===== src/rtl/permutation_lane_scheduler_pkg.sv =====
// Shared constants and types for the permutation lane scheduler.
//   BOT_W        : width of one bot word taken from the input FIFO
//   SERIES_LEN   : permutations applied to each bot (6 x 7 index pairs)
//   PERMUT7_MAX  : start value of the inner (0..6) index
//   PERMUT6_MAX  : start value of the outer (0..5) index
//   lane_state_e : per-lane sequencer state
//   count_lanes  : popcount over up to six lane flags
package permutation_lane_scheduler_pkg;

  localparam int unsigned BOT_W      = 128;
  localparam int unsigned SERIES_LEN = 42;
  localparam logic [2:0]  PERMUT7_MAX = 3'd6;
  // The outer index counts whole passes of the inner index.
  localparam logic [2:0]  PERMUT6_MAX = 3'(SERIES_LEN / (int'(PERMUT7_MAX) + 1) - 1);

  typedef enum logic {
    LaneIdle,
    LaneRun
  } lane_state_e;

  function automatic logic [2:0] count_lanes(input logic [5:0] flags);
    logic [2:0] n;
    n = '0;
    for (int i = 0; i < 6; i++) begin
      n = n + {2'b00, flags[i]};
    end
    return n;
  endfunction

endpackage


===== src/rtl/permutation_lane_sequencer.sv =====
// One permutation lane: holds the bot being permuted and walks the (permut6, permut7)
// index pairs from (5,6) down to (0,0), one pair per cycle.
// Ports:
//   clk, rst       : clock, synchronous active-high reset
//   grant_i        : arbiter hands the FIFO head to this lane this cycle
//   slow_down_i    : lane must not accept a new bot (eligibility only)
//   bot_i          : FIFO head data, captured on grant
//   eligible_o     : lane may be granted this cycle
//   active_next_o  : next-state of active_o (for the registered busy count)
//   bot_o          : bot currently permuted (registered)
//   permut6_o/7_o  : current index pair (registered)
//   load_o         : one-cycle pulse with the first index of a new bot
//   active_o       : index/bot valid this cycle
//   done_o         : one-cycle pulse with the final (0,0) index
module permutation_lane_sequencer
  import permutation_lane_scheduler_pkg::*;
(
  input  logic             clk,
  input  logic             rst,
  input  logic             grant_i,
  input  logic             slow_down_i,
  input  logic [BOT_W-1:0] bot_i,
  output logic             eligible_o,
  output logic             active_next_o,
  output logic [BOT_W-1:0] bot_o,
  output logic [2:0]       permut6_o,
  output logic [2:0]       permut7_o,
  output logic             load_o,
  output logic             active_o,
  output logic             done_o
);

  lane_state_e      state_q;
  logic [2:0]       p6_q;
  logic [2:0]       p7_q;
  logic [BOT_W-1:0] bot_q;
  logic             load_q;
  logic             done_q;
  logic             at_end;

  assign at_end = (state_q == LaneRun) && (p6_q == 3'd0) && (p7_q == 3'd0);

  // A lane on its last index can take the next bot with no gap.
  assign eligible_o    = !slow_down_i && ((state_q == LaneIdle) || at_end);
  assign active_next_o = grant_i || ((state_q == LaneRun) && !at_end);

  always_ff @(posedge clk) begin
    if (rst) begin
      state_q <= LaneIdle;
      p6_q    <= 3'd0;
      p7_q    <= 3'd0;
      bot_q   <= '0;
      load_q  <= 1'b0;
      done_q  <= 1'b0;
    end else begin
      load_q <= 1'b0;
      done_q <= 1'b0;
      if (grant_i) begin
        state_q <= LaneRun;
        p6_q    <= PERMUT6_MAX;
        p7_q    <= PERMUT7_MAX;
        bot_q   <= bot_i;
        load_q  <= 1'b1;
      end else if (state_q == LaneRun) begin
        if (at_end) begin
          state_q <= LaneIdle;
          p6_q    <= 3'd0;
          p7_q    <= 3'd0;
        end else if (p7_q == 3'd0) begin
          p7_q <= PERMUT7_MAX;
          p6_q <= p6_q - 3'd1;
        end else begin
          p7_q   <= p7_q - 3'd1;
          // Flag the pulse so it lines up with the (0,0) index it belongs to.
          done_q <= (p6_q == 3'd0) && (p7_q == 3'd1);
        end
      end
    end
  end

  assign bot_o     = bot_q;
  assign permut6_o = p6_q;
  assign permut7_o = p7_q;
  assign load_o    = load_q;
  assign active_o  = (state_q == LaneRun);
  assign done_o    = done_q;

endmodule


===== src/rtl/permutation_lane_scheduler.sv =====
// Distributes bots from a show-ahead input FIFO onto NUM_LANES independent permutation
// lanes. The FIFO head goes to one eligible lane per cycle, chosen round-robin.
// Ports:
//   clk, rst         : clock, synchronous active-high reset
//   inputBot         : FIFO head data, valid with inputBotValid
//   inputBotValid    : FIFO head holds a bot
//   inputBotRead     : pop the FIFO head this cycle (combinational)
//   laneSlowDown     : per-lane block on accepting a new bot
//   laneBot          : per-lane bot, lane i at [i*128 +: 128]
//   lanePermut6/7    : per-lane index pair, lane i at [i*3 +: 3]
//   laneLoad         : per-lane new-bot pulse
//   laneActive       : per-lane valid
//   laneSeriesDone   : per-lane last-index pulse
//   busyCount        : number of active lanes (registered)
//   seriesCompleted  : wrapping count of finished series
module permutation_lane_scheduler
  import permutation_lane_scheduler_pkg::*;
#(
  parameter int unsigned NUM_LANES = 4,
  parameter int unsigned CNT_W     = 32
) (
  input  logic                       clk,
  input  logic                       rst,
  input  logic [BOT_W-1:0]           inputBot,
  input  logic                       inputBotValid,
  output logic                       inputBotRead,
  input  logic [NUM_LANES-1:0]       laneSlowDown,
  output logic [BOT_W*NUM_LANES-1:0] laneBot,
  output logic [3*NUM_LANES-1:0]     lanePermut6,
  output logic [3*NUM_LANES-1:0]     lanePermut7,
  output logic [NUM_LANES-1:0]       laneLoad,
  output logic [NUM_LANES-1:0]       laneActive,
  output logic [NUM_LANES-1:0]       laneSeriesDone,
  output logic [2:0]                 busyCount,
  output logic [CNT_W-1:0]           seriesCompleted
);

  localparam int unsigned PtrW = (NUM_LANES > 1) ? $clog2(NUM_LANES) : 1;

  logic [PtrW-1:0]      rr_ptr_q, rr_ptr_d;
  logic [NUM_LANES-1:0] eligible;
  logic [NUM_LANES-1:0] grant;
  logic [NUM_LANES-1:0] active_next;
  logic [5:0]           active_pad;
  logic                 grant_any;
  logic                 hi_found;
  int                   hi_idx;
  int                   lo_idx;
  int                   win_idx;
  logic [2:0]           busy_count_q;
  logic [CNT_W-1:0]     series_cnt_q;

  // Round-robin pick: the lowest eligible lane at or above rr_ptr wins; failing that,
  // the lowest eligible lane overall (the wrap-around case).
  always_comb begin
    hi_found = 1'b0;
    hi_idx   = 0;
    lo_idx   = 0;
    for (int i = NUM_LANES - 1; i >= 0; i--) begin
      if (eligible[i]) begin
        lo_idx = i;
        if (i >= int'(rr_ptr_q)) begin
          hi_found = 1'b1;
          hi_idx   = i;
        end
      end
    end
    win_idx   = hi_found ? hi_idx : lo_idx;
    grant_any = inputBotValid && (|eligible);
    for (int i = 0; i < NUM_LANES; i++) begin
      grant[i] = grant_any && (win_idx == i);
    end
    rr_ptr_d = rr_ptr_q;
    if (grant_any) begin
      rr_ptr_d = (win_idx == NUM_LANES - 1) ? '0 : PtrW'(win_idx + 1);
    end
  end

  assign inputBotRead = grant_any;

  for (genvar i = 0; i < NUM_LANES; i++) begin : g_lane
    permutation_lane_sequencer u_seq (
      .clk           (clk),
      .rst           (rst),
      .grant_i       (grant[i]),
      .slow_down_i   (laneSlowDown[i]),
      .bot_i         (inputBot),
      .eligible_o    (eligible[i]),
      .active_next_o (active_next[i]),
      .bot_o         (laneBot[i*BOT_W +: BOT_W]),
      .permut6_o     (lanePermut6[i*3 +: 3]),
      .permut7_o     (lanePermut7[i*3 +: 3]),
      .load_o        (laneLoad[i]),
      .active_o      (laneActive[i]),
      .done_o        (laneSeriesDone[i])
    );
  end

  always_comb begin
    active_pad                = '0;
    active_pad[NUM_LANES-1:0] = active_next;
  end

  // Counting next-state activity keeps busyCount aligned with laneActive.
  always_ff @(posedge clk) begin
    if (rst) begin
      rr_ptr_q     <= '0;
      busy_count_q <= 3'd0;
      series_cnt_q <= '0;
    end else begin
      rr_ptr_q     <= rr_ptr_d;
      busy_count_q <= count_lanes(active_pad);
      series_cnt_q <= series_cnt_q + {{(CNT_W-1){1'b0}}, |laneSeriesDone};
    end
  end

  assign busyCount       = busy_count_q;
  assign seriesCompleted = series_cnt_q;

`ifndef SYNTHESIS
  // Single grant per cycle and fixed series length keep completions apart.
  a_one_done : assert property (@(posedge clk) disable iff (rst) $onehot0(laneSeriesDone))
    else $error("more than one laneSeriesDone in a cycle");
`endif

endmodule


===== config.mk =====
export PLATFORM = sky130hd
export DESIGN_NAME = permutation_lane_scheduler
export DESIGN_NICKNAME = d
export VERILOG_FILES = /design/src/rtl/permutation_lane_scheduler_pkg.sv /design/src/rtl/permutation_lane_sequencer.sv /design/src/rtl/permutation_lane_scheduler.sv
export SDC_FILE = /design/constraint.sdc
export NUM_CORES = 1
export LEC_CHECK = 0
export CORE_AREA = 3 3 282 284
export CTS_CLUSTER_DIAMETER = 80
export DETAILED_ROUTE_END_ITERATION = 7
export DIE_AREA = 0 0 285 287
export SLEW_MARGIN = 15
export SYNTH_ARGS = -nofsm -noshare
export SYNTH_HDL_FRONTEND = slang
export SYNTH_SLANG_ARGS = --single-unit

===== constraint.sdc =====
create_clock -name clk -period 8.8 [get_ports clk]
set_clock_uncertainty 0.05 [all_clocks]
set_input_delay 0.88 -clock clk [delete_from_list [all_inputs] [get_ports clk]]
set_output_delay 0.88 -clock clk [all_outputs]
set_load 0.01 [all_outputs]

=== After elaboration in Yosys (flattened, before gate mapping) ===
Index checks and enable logic that the tools add are counted.

* Add/sub/neg operators: 13
* Order comparisons: 3
* Equality and inequality tests: 8
* Multiplexer cells: 67
* Bitwise gates (word level): 4
* Reduce and logical (&&, ||, !) cells: 80

{| class="wikitable"
|+ Operators with widths
! operator !! count
|-
| 32-bit 2-to-1 mux || 10
|-
| 3-bit 2-to-1 mux || 32
|-
| 32-bit by 2-bit == test with 1-bit output (second input constant) || 2
|-
| 32-bit by 3-bit == test with 1-bit output (second input constant) || 2
|-
| 32-bit by 1-bit adder with 32-bit output || 1
|-
| 32-bit logical NOT || 1
|-
| 1-bit logical AND || 25
|-
| 3-bit logical NOT || 8
|-
| 3-bit by 1-bit subtractor with 3-bit output (second input constant) || 8
|-
| 1-bit 2-to-1 mux || 23
|-
| 5-bit OR reduction || 4
|-
| 2-bit AND reduction || 8
|-
| 2-bit nonzero test || 8
|-
| 3-bit by 1-bit == test with 1-bit output (second input constant) || 4
|-
| 3-bit nonzero test || 4
|-
| 1-bit logical NOT || 8
|-
| 1-bit logical OR || 8
|-
| 2-bit OR reduction || 4
|-
| 4-bit OR reduction || 2
|-
| 1-bit by 2-bit >= comparator with 1-bit output (first input constant) || 2
|-
| 2-bit 2-to-1 mux || 2
|-
| 1-bit NOT || 4
|-
| 2-bit by 1-bit adder with 3-bit output || 1
|-
| 3-bit by 1-bit adder with 3-bit output || 1
|-
| 3 further kinds || 3
|}

* Register bits after elaboration: 585
* Output and inout bits: 584

=== Depth between registers and ports, before layout ===
* Word-level depth: 19
* Mapped depth: 20

=== By module ===
Synthesis repeated with hierarchy kept, for this count alone.

* Cells, all modules: 2076
* Area total of the unflattened synthesis: 21619.5 um^2

{| class="wikitable"
|+ By module, submodules not included
! module !! times used !! cells an instance !! area an instance (um^2)
|-
| permutation_lane_sequencer || 4 || 465 || 4934.7
|-
| permutation_lane_scheduler || 1 || 216 || 1880.6
|}

=== Worst setup path before layout ===
Ideal clock, no wire load.

* Kind: register to register
* Start point: reg g_lane[2].u_seq.p6_q[0]
* End point: reg busy_count_q[1], in the netlist busyCount[1]
* Arrival: 3.863 ns
* Path slack: 4.760 ns
* Cell stages (with the launch flop): 21
* Path buffers: 3
* Cells stage by stage: dfxtp_1 inv_1 ha_1 ha_1 nand3b_1 a21oi_1 buf_4 a32o_1 nor3_1 inv_1 ha_1 and2_1 o41a_1 buf_2 buf_4 a21oi_1 fa_1 inv_1 ha_1 ha_1 nor2b_1

* Longest elaborated chain between the ends: 17

{| class="wikitable"
|+ Ends and longest elaborated chain
! item !! line !! text
|-
| start, declared || permutation_lane_sequencer.sv:34 || <nowiki>logic [2:0] p6_q;</nowiki>
|-
| start signal, assigned || permutation_lane_sequencer.sv:71 || <nowiki>p6_q <= p6_q - 3'd1;</nowiki>
|-
| 3-bit logical NOT * || permutation_lane_sequencer.sv:41 || <nowiki>assign at_end = (state_q == LaneRun) && (p6_q == 3'd0) && (p7_q == 3'd0);</nowiki>
|-
| 1-bit logical AND * (2 in series) || permutation_lane_sequencer.sv:41 ||
|-
| 1-bit logical OR || permutation_lane_sequencer.sv:44 || <nowiki>assign eligible_o = !slow_down_i && ((state_q == LaneIdle) || at_end);</nowiki>
|-
| 1-bit logical AND || permutation_lane_sequencer.sv:44 ||
|-
| 32-bit 2-to-1 mux / 1-bit 2-to-1 mux (equally long branches) || permutation_lane_scheduler.sv:60 || <nowiki>if (eligible[i]) begin</nowiki>
|-
| 32-bit 2-to-1 mux / 1-bit 2-to-1 mux (equally long branches) || permutation_lane_scheduler.sv:62 || <nowiki>if (i >= int'(rr_ptr_q)) begin</nowiki>
|-
| 32-bit 2-to-1 mux / 1-bit 2-to-1 mux (equally long branches) || permutation_lane_scheduler.sv:60 ||
|-
| 32-bit 2-to-1 mux / 1-bit 2-to-1 mux (equally long branches) || permutation_lane_scheduler.sv:62 ||
|-
| 32-bit 2-to-1 mux / 1-bit 2-to-1 mux (equally long branches) || permutation_lane_scheduler.sv:60 ||
|-
| 32-bit 2-to-1 mux || permutation_lane_scheduler.sv:68 || <nowiki>win_idx = hi_found ? hi_idx : lo_idx;</nowiki>
|-
| 32-bit by 2-bit == test with 1-bit output / 32-bit logical NOT (equally long branches) || permutation_lane_scheduler.sv:71 || <nowiki>grant[i] = grant_any && (win_idx == i);</nowiki>
|-
| 1-bit logical AND || permutation_lane_scheduler.sv:71 ||
|-
| 1-bit logical OR || permutation_lane_sequencer.sv:45 || <nowiki>assign active_next_o = grant_i || ((state_q == LaneRun) && !at_end);</nowiki>
|-
| 1-bit by 1-bit adder with 2-bit output || permutation_lane_scheduler_pkg.sv:25 || <nowiki>n = n + {2'b00, flags[i]};</nowiki>
|-
| 2-bit by 1-bit adder with 3-bit output || permutation_lane_scheduler_pkg.sv:25 ||
|-
| 3-bit by 1-bit adder with 3-bit output * || permutation_lane_scheduler_pkg.sv:25 ||
|-
| end signal, assigned || permutation_lane_scheduler.sv:112 || <nowiki>busy_count_q <= count_lanes(active_pad);</nowiki>
|-
| end, declared || permutation_lane_scheduler.sv:50 || <nowiki>logic [2:0] busy_count_q;</nowiki>
|}

Mark *: on every way between the ends. The rest lies on a longest branch, timed or not.
A chain may end at the register's enable or synchronous reset.

=== Worst setup path after layout ===
* Start point: reg g_lane[3].u_seq.p6_q[0]
* End point: reg busy_count_q[1], in the netlist busyCount[1]

* Longest elaborated chain between the ends: 19

{| class="wikitable"
|+ Ends and longest elaborated chain
! item !! line
|-
| start, declared || permutation_lane_sequencer.sv:34
|-
| start signal, assigned || permutation_lane_sequencer.sv:71
|-
| 3-bit logical NOT * || permutation_lane_sequencer.sv:41
|-
| 1-bit logical AND * (2 in series) || permutation_lane_sequencer.sv:41
|-
| 1-bit logical OR || permutation_lane_sequencer.sv:44
|-
| 1-bit logical AND || permutation_lane_sequencer.sv:44
|-
| 2-bit 2-to-1 mux / 1-bit 2-to-1 mux (equally long branches) || permutation_lane_scheduler.sv:60
|-
| 32-bit 2-to-1 mux / 1-bit 2-to-1 mux (equally long branches) || permutation_lane_scheduler.sv:62
|-
| 32-bit 2-to-1 mux / 1-bit 2-to-1 mux (equally long branches) || permutation_lane_scheduler.sv:60
|-
| 32-bit 2-to-1 mux / 1-bit 2-to-1 mux (equally long branches) || permutation_lane_scheduler.sv:62
|-
| [... 2 more ...] || -
|-
| 32-bit 2-to-1 mux / 1-bit 2-to-1 mux (equally long branches) || permutation_lane_scheduler.sv:60
|-
| 32-bit 2-to-1 mux || permutation_lane_scheduler.sv:68
|-
| 32-bit by 2-bit == test with 1-bit output / 32-bit logical NOT (equally long branches) || permutation_lane_scheduler.sv:71
|-
| 1-bit logical AND || permutation_lane_scheduler.sv:71
|-
| 1-bit logical OR || permutation_lane_sequencer.sv:45
|-
| 1-bit by 1-bit adder with 2-bit output || permutation_lane_scheduler_pkg.sv:25
|-
| 2-bit by 1-bit adder with 3-bit output || permutation_lane_scheduler_pkg.sv:25
|-
| 3-bit by 1-bit adder with 3-bit output * || permutation_lane_scheduler_pkg.sv:25
|}

Marked as above.

==> qor.yml <==
outcome:
  run_status: "finished clean"
floorplan:
  dieWidth_um: 285
  initial_utilization_pct: 27.5
  area_inside_the_core_boundary_um2: 77300
  placementRows: 102
  die-height_um: 287
  die_area_um2: 81800
  ios: 719
final_layout:
  area_of_the_multi_input_gates_um2: 8470
  postLayoutCellArea_um2: 31300
  seq_area_um2: 11700
  nets: 3432
  layout_commonest_cell: "nand2_1"
  syn2layout_area_growth_pct: 47.0
  fillers: 7911
  drive_gt1_share_pct: 4.31
  final_cell_mix: "1044 x nand2_1, 717 x clkdlybuf4s50_1, 585 x dfxtp_1, 549 x a21oi_1, 73 x clkbuf_16"
pwr:
  total_leakage_power_nw: 10.7
  power-per-cell-area_nw_per_um2: 226
  fin_total_pwr_mw: 7.08
  max-vdd-ir-drop_mv: 0.166
sta:
  worst_slew_margin_rel_pct: 29.0
  setup-violations-final: 0
  max_freq_mhz: 200
  slew_viol_final: 0
  rsz0062_at_grt: "no"
  period_needed_ns: 5.00
  final.period_utilization_pct: 56.9
  setup-tns-final_ns: 0
  worstMarginPinSlew_ns: 1.07
  final_hold_vios: 0
clock_network:
  root_buffer: "clkbuf_16"
  cts_buffers: 70
  number_of_instances_resized_during_post_cts_repair: 0
  clkLatencyLatePin_ns: 0.59
  clock_slew_at_reported_path_ffs_ns: 0.06
  max-clock-path-buffers: 3
  cts_hold_buffers: 0
  cts_sinks: 585
  tritoncts: "built"
  postCtsSetupRepairBufs: 0
  h-tree-depth: 3
global_routing:
  grt_pass1_vias: 18925
  total_gr_overflow: 0
  wire_length_of_the_first_global_routing_pass_mm: 121
  pin_count_of_the_biggest_net_entering_global_routing: 138
  track_usage_pct: 19.0
  number_of_antenna_violations_at_the_first_check_in_global_routing: 9
setup_path:
  endpoint: "busyCount[1]"
  timing_worst_setup_path_type: "flip-flop to flip-flop"
  timing.reg2reg.setup_slack_ns: 3.80
  timing.critical_path.from: "g_lane[3].u_seq.permut6_o[0]"
  cp_data_required_time_ns: 9.19
  r2r_end: "busyCount[1]"
  worstSetupEndpointType: "flip-flop"
  crit_path_start_kind: "flip-flop"
  rr_worst_depth: 16
  critical_path.reg2reg.startpoint: "g_lane[3].u_seq.permut6_o[0]"
  cp_data_arrival_time_ns: 5.39
  critical_path_fanouts_max: 33
logic_synthesis:
  ys.warnings.count: 0
  synth.ff_latch_count: 585
  synth_edf_count: 0
  synth_seq_area_share_pct: 55.0
  netlist_instances: 2653
  avgSynthCellArea_um2: 8.03
  postSynth.asyncResetShare_pct: 0
  post_synth_instance_area_um2: 21300
  synth_top_flop_cell: "dfxtp_1"
  synth_cell_type_count: 44
  mappedNetlistNets: 2817
route:
  postRouteWirelength_mm: 81.8
  drt_iter0_drc: 1183
  final_ant_viol_nets: 0
  detail_route.drc_violations: 0
  drtPass1Iterations: 5
  wire_per_inst_um: 18.8
  detailroute.via_count: 19952
  routed_via_density: 4.58
place:
  place_hpwl_mm: 55.0
  globalplace.congestion: 0.803
  placed_instance_area_um2: 29000
  port_buffers: 718
worst_hold_path:
  min_path_type: "flip-flop to flip-flop"
flow_run:
  timing.max_cap.violations: 0
[sequential cells by signal, indices dropped and copies added (netlist names)]
name,flops
seriesCompleted,32
g_lane.u_seq.done_o,4
rr_ptr_q,2
g_lane.u_seq.bot_o,512
g_lane.u_seq.permut6_o,12
g_lane.u_seq.active_o,4
g_lane.u_seq.permut7_o,12
g_lane.u_seq.load_o,4
busyCount,3
[report_power, final]
group	total, mW	leakage (nW)	switching [mW]	internal, mW
Combinational	1.25	4.85	0.728	0.523
Sequential	2.94	4.75	0.103	2.84
Clock	2.90	1.14	1.18	1.72
[worst min path at each step]
| stage | startpoint | endpoint | slack, ns | cells after the start |
|---|---|---|---|---|
| 2_1_floorplan | g_lane[0].u_seq.bot_o[0] | g_lane[0].u_seq.bot_o[0] | 0.43 | 2 |
| 3_5_place_dp | g_lane[2].u_seq.bot_o[86] | g_lane[2].u_seq.bot_o[86] | 0.40 | 2 |
| 5_1_grt | g_lane[0].u_seq.bot_o[13] | g_lane[0].u_seq.bot_o[13] | 0.42 | 2 |
| 3_3_place_gp | g_lane[2].u_seq.bot_o[39] | g_lane[2].u_seq.bot_o[39] | 0.39 | 2 |
| 4_1_cts | g_lane[3].u_seq.bot_o[71] | g_lane[3].u_seq.bot_o[71] | 0.40 | 2 |
| 6_report | g_lane[0].u_seq.bot_o[1] | g_lane[0].u_seq.bot_o[1] | 0.40 | 2 |
[critical path, stage by stage, from the launching register on]
cell,delay (ns)
dfxtp_1,0.33
inv_1,0.06
ha_1,0.14
ha_1,0.26
nand3b_1,0.31
a21oi_2,0.74
o21ai_0,0.16
nor3_1,0.43
ha_1,0.22
and2_1,0.18
o41a_2,0.63
a21oi_1,0.19
fa_1,0.55
inv_1,0.04
ha_1,0.17
ha_1,0.26
nor2b_1,0.12
[final cells by class]
cell class,count,share of cell area [%]
Antenna cell,3,0.0240
Clock buffer,102,6.54
Clock inverter,20,0.840
Inverter,26,0.312
Multi-Input combinational cell,1840,27.1
Sequential cell,585,37.4
Tap cell,1040,4.16
Timing Repair Buffer,745,23.6
[logic make-up (layout without fill, tap and decap cells)]
group	after synthesis	count (layout)	synth area share (%)
fa+ha+maj	29	29	1.74
compound gates	585	585	14.5
buf+inv	228	893	5.27
flops	585	585	55.0
mux	2	2	0.0940
xor+xnor	29	29	1.19
simple gates	1195	1195	22.2
other cells	0	3	0
[metrics by stage]
stage / std cells / util (%) / hold slack [ns] / setup WS (ns)
floorplan: 2653 / - / 0.431 / 4.76
CTS: 4358 / 40.5 / 0.403 / 3.69
detailed placement: 4236 / 37.5 / 0.395 / 3.56
finish: 4361 / 40.5 / 0.400 / 3.80
global route: 4360 / 40.5 / 0.415 / 3.29
global placement: 4236 / 37.5 / 0.390 / 3.53
[metal layers]
metal  wire, µm  up-vias  global-route usage (%)
li1           -     9825                       -
met1      34000     9283                    23.6
met2      37600      702                    30.7
met3       7220      140                    6.21
met4       3060        2                    7.48
met5         12        -                       0
[cell usage after synthesis, types with 3 or more instances]
cell	instances	area, µm²
nor4_1	4	25.0
nor3b_1	4	30.0
and2_1	4	25.0
nand4_1	12	75.1
o41ai_4	4	110
dfxtp_1	585	11700
nor2b_1	11	68.8
a31oi_1	3	18.8
o41a_1	5	56.3
a21oi_1	549	2750
xor2_1	25	219
nor3_1	23	115
nand2b_1	3	18.8
nand2_1	1044	3920
ha_1	28	350
nand3b_1	3	22.5
xnor2_1	4	35.0
o211a_1	3	30.0
o21ai_0	13	65.1
and3_1	5	31.3
buf_4	54	405
inv_1	26	97.6
clkbuf_1	101	379
nor2_1	47	176
nand3_1	26	130
buf_2	45	225
No activity file was read; power rests on OpenSTA's default activity.
